$ cat src/rtl/pipe_stage_reg.sv
// Flow-controlled pipeline stage register with a two-entry skid buffer and synchronous flush.
// Optional performance counters are built when PIPE_STAGE_PERF_EN is defined.
module pipe_stage_reg #(
    parameter int CTRL_W = 8,
    parameter int PC_W   = 8,
    parameter int DATA_W = 128,
    parameter int CNT_W  = 16
) (
    input  logic              clk,
    input  logic              rst,
    input  logic              flush,
    input  logic              in_valid,
    output logic              in_ready,
    input  logic [CTRL_W-1:0] in_ctrl,
    input  logic [PC_W-1:0]   in_pc,
    input  logic [DATA_W-1:0] in_data,
    output logic              out_valid,
    input  logic              out_ready,
    output logic [CTRL_W-1:0] out_ctrl,
    output logic [PC_W-1:0]   out_pc,
    output logic [DATA_W-1:0] out_data
`ifdef PIPE_STAGE_PERF_EN
    ,
    output logic [CNT_W-1:0]  stall_cnt,
    output logic [CNT_W-1:0]  bubble_cnt
`endif
);

    typedef struct packed {
        logic [CTRL_W-1:0] ctrl;
        logic [PC_W-1:0]   pc;
        logic [DATA_W-1:0] data;
    } entry_t;

    typedef enum logic [1:0] {EMPTY, ONE, TWO} state_t;

    state_t state;
    entry_t main_q, skid_q, in_e;
    logic   acc, pop;

    assign in_e     = '{ctrl: in_ctrl, pc: in_pc, data: in_data};
    assign acc      = in_valid & in_ready;
    assign pop      = out_valid & out_ready;
    assign out_ctrl = main_q.ctrl;
    assign out_pc   = main_q.pc;
    assign out_data = main_q.data;

    // main_q always drives the outputs; skid_q only catches the one entry
    // that was already in flight when out_ready dropped.
    always_ff @(posedge clk) begin
        if (rst) begin
            state     <= EMPTY;
            in_ready  <= 1'b1;
            out_valid <= 1'b0;
            main_q    <= '0;
            skid_q    <= '0;
        end else if (flush) begin
            state       <= EMPTY;
            in_ready    <= 1'b1;
            out_valid   <= 1'b0;
            main_q.ctrl <= '0;
        end else begin
            case (state)
                EMPTY: begin
                    if (acc) begin
                        main_q    <= in_e;
                        state     <= ONE;
                        out_valid <= 1'b1;
                    end
                end
                ONE: begin
                    if (acc && !pop) begin
                        skid_q   <= in_e;
                        state    <= TWO;
                        in_ready <= 1'b0;
                    end else if (acc && pop) begin
                        main_q <= in_e;
                    end else if (pop) begin
                        state       <= EMPTY;
                        out_valid   <= 1'b0;
                        main_q.ctrl <= '0;
                    end
                end
                TWO: begin
                    if (pop) begin
                        main_q   <= skid_q;
                        state    <= ONE;
                        in_ready <= 1'b1;
                    end
                end
                default: begin
                    state       <= EMPTY;
                    in_ready    <= 1'b1;
                    out_valid   <= 1'b0;
                    main_q.ctrl <= '0;
                end
            endcase
        end
    end

`ifdef PIPE_STAGE_PERF_EN
    localparam logic [CNT_W-1:0] CNT_ONE = 1;

    // Saturating counters; flush leaves them alone.
    always_ff @(posedge clk) begin
        if (rst) begin
            stall_cnt  <= '0;
            bubble_cnt <= '0;
        end else begin
            if (out_valid && !out_ready && stall_cnt != '1)
                stall_cnt <= stall_cnt + CNT_ONE;
            if (!out_valid && bubble_cnt != '1)
                bubble_cnt <= bubble_cnt + CNT_ONE;
        end
    end
`endif

endmodule

$ cat config.mk
export PLATFORM = sky130hd
export DESIGN_NAME = pipe_stage_reg
export DESIGN_NICKNAME = d
export VERILOG_FILES = /design/src/rtl/pipe_stage_reg.sv
export SDC_FILE = /design/constraint.sdc
export NUM_CORES = 1
export LEC_CHECK = 0
export CAP_MARGIN = 20
export CORE_MARGIN = 2
export CORE_UTILIZATION = 45
export DETAILED_ROUTE_END_ITERATION = 10
export DONT_BUFFER_PORTS = 1
export HOLD_SLACK_MARGIN = 0.02
export REMOVE_ABC_BUFFERS = 1
export SKIP_LAST_GASP = 1
export SLEW_MARGIN = 40
export SYNTH_ARGS = -nofsm -noshare
export SYNTH_HDL_FRONTEND = slang
export SYNTH_SLANG_ARGS = --single-unit
$ cat constraint.sdc
create_clock -name clk -period 3.6 [get_ports clk]
set_input_delay 0.54 -clock clk [delete_from_list [all_inputs] [get_ports clk]]
set_output_delay 0.54 -clock clk [all_outputs]
set_load 0.05 [all_outputs]
* Yosys cells after proc, flatten, opt, wreduce, memory -nomap -nowiden
Index checks and enable logic that the tools add are counted. Widths: inputs -> output; s select.
Storage, ports and cells: flip-flop bits (word level) 292, bits of input ports 149, output and inout port bits 146, word-level logic and storage cells 60
Operators by class: equality and inequality tests 12, multiplexer cells 22, bitwise logic cells 5, reduce and logical (&&, ||, !) cells 12
Operators with widths (count):
- $mux 144 | 3
- $pmux 136 s3 | 1
- $mux 136 | 1
- $pmux 8 s3 | 1
- $mux 8 | 2
- $ne 2x2->1 const B | 7
- $mux 2 | 5
- $ne 3x3->1 const B | 3
- $reduce_and 4->1 | 2
- $mux 1 | 6
- $pmux 1 s3 | 2
- $pmux 2 s3 | 1
- $reduce_and 3->1 | 2
- $reduce_and 6->1 | 1
- $reduce_and 5->1 | 1
- $not 1->1 | 3
- $reduce_bool 3->1 | 1
- $and 1x1->1 | 2
- $eq 2x1->1 const B | 1
- $eq 2x2->1 const B | 1
- $logic_and 1x1->1 | 2
- $logic_not 2->1 | 1
- $reduce_or 2->1 | 1
- $logic_not 1->1 | 1

* Depth between registers and ports, before layout
word-level depth 5, gate-level depth with buffers 9, gate-level depth less buffers 4

* Worst setup path after synthesis
OpenSTA, ideal clock, no wires.
path type reg2reg, start point register out_valid, end point register main_q, in the netlist out_data[70], library setup time 140 ps, arrival time 1813 ps, required time 3460 ps, slack 1646 ps, cell stages (with the launch flop) 8, path buffers 3, period minus slack after synthesis 1954 ps, cell sequence dfxtp_1 > nand2_1 > a211oi_2 > or2_1 > buf_6 > buf_8 > buf_4 > a211oi_2
Between the ends: word-level cells in the longest chain between the ends 5, elaborated cells between the ends (all ways) 8, classes of those cells 3 x eq/ne; 1 x bitwise; 4 x reduce/logical
RTL lines:
- from (decl) | RTL line 17 | output logic out_valid,
- from (signal assigned) | RTL line 54 | out_valid <= 1'b0;
- from (signal assigned) | RTL line 60 | out_valid <= 1'b0;
- from (signal assigned) | RTL line 68 | out_valid <= 1'b1;
- $and 1x1->1 (*) | RTL line 43 | assign pop = out_valid & out_ready;
- $logic_not 1->1 | RTL line 72 | if (acc && !pop) begin
- $logic_and 1x1->1 | RTL line 72
- $ne 2x2->1 (no source line)
- $reduce_and 6->1 (no source line) (*)
- to (signal assigned) | RTL line 66 | main_q <= in_e;
- to (signal assigned) | RTL line 77 | main_q <= in_e;
- to (signal assigned) | RTL line 86 | main_q <= skid_q;
- to (decl) | RTL line 38 | entry_t main_q, skid_q, in_e;
Mark *: on every way between the ends. The rest lies on a longest branch, timed or not. A chain may end at the register's enable or synchronous reset.

* Worst setup path in the final report
start point register state[1], end point register main_q, in the netlist out_pc[4]
Between the ends: word-level cells in the longest chain between the ends 3, elaborated cells between the ends (all ways) 10, classes of those cells 6 x eq/ne; 1 x mux; 3 x reduce/logical
RTL lines:
- from (decl) | RTL line 37 | state_t state;
- from (signal assigned) | RTL line 52 | state <= EMPTY;
- from (signal assigned) | RTL line 58 | state <= EMPTY;
- from (signal assigned) | RTL line 67 | state <= ONE;
- $eq 2x1->1, or another cell as far along | RTL line 63 | case (state)
- $ne 2x2->1 (no source line) / $reduce_bool 3->1 (equally long branches)
- $reduce_and 6->1 (no source line)
Parallel ways exist; a longest one is shown, timed or not.

==> flow_summary.ini <==
[die]
die_w_um = 167
die_y_um = 167
row_count = 59
core_area_mm2 = 0.0261
die_area_mm2 = 0.0280
io_pins = 295
initial_core_util = 0.460

[power_and_ir_drop]
p_int_mw = 5.44
comb_power_share = 0.061
swShare = 0.277
power_switching_mw = 2.08
seqPwrFrac = 0.522
power.density_mw_per_mm2 = 581
power.total_mw = 7.52
p_leak_nw = 5.17
ir_drop_uv = 361
clock_power_share = 0.417

[drt]
dr.first_iter.drc_count = 728
drc_errors = 18
wl_per_cell_um = 18.9
drt-pass1-iter-count = 9
final_antenna_net_count = 0
vias = 9036
routed_wirelength_mm = 30.2
via_per_inst = 5.67

[worst_setup_path]
critical_path_class = reg2reg
r2r_setup_slack_ns = 1.27
cp.required_ns = 3.99
cp_slowest_cell = dfxtp_1
reg2reg_to = out_pc[4]
crit_arrival_ns = 2.72
path_max_fanout = 30
endpoint_kind = flop
r2r-start = state[1]
cp-start-kind = flop
critPathMaxStageDelay_ns = 0.52
rr_worst_depth = 5
crit_chain = nand2b_4, a211oi_4, or2_4, buf_4, a211oi_1

[logic_synthesis]
ys_seq_area_frac = 0.487
synthFlopType = dfxtp_1
synth_edf_count = 0
async_flop_share = 0
yosys.area.top_type = dfxtp_1
synth_cells = 1314
yosysWarnings = 0
syn-cell-area_mm2 = 0.0120
synth.distinct_cells = 33
ys_ff_latch = 292
netlist_top_cells_area = dfxtp_1, mux2i_1, nand2_1
yosys.area.top_type_share = 0.487
syn_avg_cell_area_um2 = 9.14

[layout]
final_cell_mix = nand2_1, dfxtp_1, a21oi_1
n_antenna_cell = 0
utilization = 0.496
nNetsFinal = 1386
syn_to_final_growth_pct = 7.80
layout_commonest_cell = nand2_1
drive_gt1_frac = 0.0905

[sta]
timing.fmax_mhz = 430
tightest_slew_ns = 0.842
slew_headroom = 0.439
fin_crit_sh = 0.646
finalSetupViolations = 0
finalHoldViolCount = 0
hold_ws_ns = 0.0677
clock_skew_ns = 0.00766
rsz0062_at_grt = false
min_period_ns = 2.33
maxSlewViolCount = 0

[cts]
cts_buffers = 31
cts_setup_buffers = 0
root_buffer = clkbuf_16
cts_tree = built
cts_resized = 0
clk_path_buf_depth = 3
clock_latency_ns = 0.54
clock_sinks = 292
ctsHoldBuffers = 0
clk_pin_slew_ns = 0.06
cts_max_level = 1

[placement]
place_hpwl_mm = 17.2
place_congestion = 0.727
portBuffers = 0

[outcome]
status = finished, violations left
violations = design-rule violations

[global_route]
antenna_found_initial = 0
track_usage = 0.207
grt_overflow_total = 0
grt_pass1_wl_mm = 48.2
grt_max_degree = 282
grt_pass1_vias = 8676

[min_path]
whs_endpoint = skid_q[45]
hp-class = in2reg
hold_start = rst
hold_depth = 1

[flow_run]
drv_cap = 0
## synth_stat cells (2+ instances only)
| library cell | instances |
|---|---|
| clkbuf_1 | 54 |
| nand2b_1 | 2 |
| a211oi_2 | 41 |
| dfxtp_1 | 292 |
| a22oi_1 | 7 |
| buf_2 | 29 |
| nand2_1 | 298 |
| a21oi_1 | 156 |
| a211oi_1 | 96 |
| mux2i_1 | 137 |
| buf_4 | 24 |
| buf_6 | 16 |
| buf_8 | 2 |
| nor3_1 | 136 |
| nor2_1 | 5 |
| inv_1 | 2 |
## worst max path at each step
stage | start | to | slack, ns | cells after the start
after floorplan | state[0] | out_data[0] | -10.17 | 4
after global placement | state[1] | skid_q[33] | 1.27 | 5
after detailed placement | state[1] | out_data[42] | 1.28 | 5
after CTS | state[1] | out_pc[4] | 1.26 | 5
after global routing | state[1] | out_data[120] | 1.11 | 5
final | state[1] | out_pc[4] | 1.27 | 5
## routing by layer
| metal | up-vias | GRT usage | part of all wire |
|---|---|---|---|
| li1 | 4472 | - | - |
| met1 | 4273 | 0.257 | 0.41 |
| met3 | 41 | 0.0844 | 0.10 |
| met2 | 250 | 0.340 | 0.47 |
| met5 | - | 0 | 0 |
| met4 | 0 | 0.0457 | 0.021 |
## worst max-delay path, delay by kind of cell, from the launching register on
| family | cells | cell delay, ns |
|---|---|---|
| AO/OA/AOI/OAI | 2 | 0.66 |
| flip-flops | 1 | 0.52 |
| buffers and inverters | 1 | 0.39 |
| AND/OR/NAND/NOR | 2 | 0.59 |
## cell type report
class / count / area, µm²
multi-input combinational: 894 / 5440
timing repair buffer: 16 / 233
clock buffer: 44 / 895
inverter: 2 / 7.51
clock inverter: 11 / 109
fill: 2466 / 13200
sequential: 292 / 5850
tap: 335 / 419
## power groups by stage
stage	Sequential [mW]	Combinational, mW	Clock [mW]
floorplan	3.96	0.388	0
global placement	4.00	0.449	0
detailed placement	4.00	0.462	0
CTS	3.93	0.464	3.22
global route	3.94	0.517	3.34
finish	3.93	0.458	3.13
## sequential cells by signal, summed over array words and instances (netlist names)
signal / cells
out_valid: 1
skid_q: 144
out_pc: 8
out_ctrl: 8
state: 2
in_ready: 1
out_data: 128
## kinds of logic (layout without fill, tap and decap cells)
family,after synthesis,after routing,share of synthesized area
buffers and inverters,128,73,0.0628
flip-flops,292,292,0.487
XOR/XNOR,1,1,0.000729
multiplexers,137,137,0.114
AND/OR/NAND/NOR,450,450,0.159
AO/OA/AOI/OAI,306,306,0.176
## per-stage QoR
stage | setup slack, ns | TNS (ns) | cells | instance area [µm²]
after floorplan | -10.17 | -1426.37 | 1188 | 11300
after global placement | 1.27 | 0 | 1538 | 11900
after detailed placement | 1.28 | 0 | 1539 | 11900
after CTS | 1.26 | 0 | 1594 | 12900
after global routing | 1.11 | 0 | 1594 | 12900
final | 1.27 | 0 | 1594 | 12900
Note: power is estimated with default switching activity, not from simulation.
==> edit (same settings) <==
The option `PIPE_STAGE_PERF_EN` is turned on by a define.
--- a/src/rtl/pipe_stage_reg.sv
+++ b/src/rtl/pipe_stage_reg.sv
@@ -1,4 +1,6 @@
 // Flow-controlled pipeline stage register with a two-entry skid buffer and synchronous flush.
 // Optional performance counters are built when PIPE_STAGE_PERF_EN is defined.
+`define PIPE_STAGE_PERF_EN
+
 module pipe_stage_reg #(
     parameter int CTRL_W = 8,
New outputs: bubble_cnt and stall_cnt. Check against the original RTL: not settled (the Yosys comparison gave no result); the edit may change what the design does.
==> edit against the unedited design <==
  * Routed wire length is 15% higher
  * Synthesized cell count is 16% higher
  * Largest power group unchanged
  * Die area is 12% higher
  * Clock skew is 0.0039 ns higher
  * Sequential cell count is 32 higher
  * Design area is 15% higher
  * Combinational power is 9.0% higher
  * Area after synthesis is 12% higher
  * Total power is 14% higher
  * Non-clock buffer count is 7 higher
  * Worst setup slack worse by 0.27 ns
  * Cell count is 16% higher
  * Count of clock-buffer cells in the layout is 4 higher
==> edit: results (changes against the unedited design) <==
Outcome
  • Status: complete, no violations

Worst hold path
  • Worst Hold End: skid_q[34]

Layout
  • Clkbuf count: 48 (+9.1%)
  • Non-clk bufs: 23 (+7)
  • Filler cells: 2790 (+13%)
  • Clk tree area frac: 8.19% (+0.44 points)
  • Logic inverters: 5 (+3)
  • Layout cell share with drive strength beyond 1: 6.79% (-2.3 points)
  • NonClk Buf Share: 2.15% (+0.36 points)
  • # nets final: 1584 (+14%)

Synthesis
  • Gate Count Post-Synth: 1519 (+16%)
  • Top post-synthesis cells by area: dfxtp_1, a21oi_1, mux2i_1
  • Synth Register Bits: 324 (+11%)
  • Sequential element share of the synthesized area: 48.1% (-0.55 points)
  • Synth Area in XOR/XNOR: 0.325% (+0.25 points)
  • Mux cell area share after synthesis: 11.1% (-0.33 points)

Floorplanning
  • Die span in x: 177 um (+5.8%)

Global routing
  • Global-route wire length before repair: 53.9 mm (+12%)
  • GRT Util Overall: 20.9% (+0.18 points)

Placed design
  • Placed inst area: 13700 um2 (+15%)
  • Routability cong.: 0.766 (+5.5%)
  • Post-DP HPWL: 20.9 mm (+21%)

Setup path
  • Crit path launch: stall_cnt[0]
  • Max incr delay on CP: 0.71 ns (+0.19 ns)
  • CP arrival: 2.99 ns (+0.27 ns)
  • Flop2flop setup slack: 1.00 ns (-0.27 ns)

Routing
  • DRC violations left: 0 (-18)
  • Routed wire per std cell: 18.8 um (-0.45%)
  • Routed vias: 10800 (+19%)

CTS
  • H-tree Lvls: 2 (+1)
  • Clk_lat worst skew: 0.50 ns (-0.04 ns)

Power
  • Pwr per Cell Area: 573 nW/um2 (-1.4%)

STA
  • Fin Hold WS: 0.141 ns (+0.0729 ns)
  • Worst Tran Pin Value: 1.22 ns (+0.379 ns)
  • Layout Skew: 0.0115 ns (+0.00388 ns)
[edit: cell types whose count changed in the layout (fill, tap and decap cells not counted), moves of 11 or more]
cell and change:
nor2_1 +29, a311oi_1 +137, a211oi_1 -91, nor3_1 -129
a21oi_1 +140, dfxtp_1 +31, a211oi_2 -40, nor2b_1 +11
[edit: report_power, final]
part | internal [uW] | total (uW) | switching (uW)
Combinational | 212 | 499 | 287
Clock | 2350 | 3790 | 1430
Sequential | 3730 | 4270 | 536
Total | 6300 | 8550 | 2250
[edit: worst max path at each step]
stage	endpoint	slack [ns]
after floorplan	out_data[0]	-14.34
after global placement	out_data[6]	1.03
after detailed placement	out_data[70]	0.92
after CTS	out_data[100]	0.89
after global routing	stall_cnt[2]	0.85
final	stall_cnt[3]	1.00
[edit: per-layer routing]
metal / wire [um] / global-route usage [%] / vias up
li1: - / - / 5347
met1: 14100 / 26.0 / 5004
met2: 16100 / 33.2 / 347
met3: 3660 / 8.31 / 59
met4: 903 / 6.61 / 0
met5: 0 / 0 / -
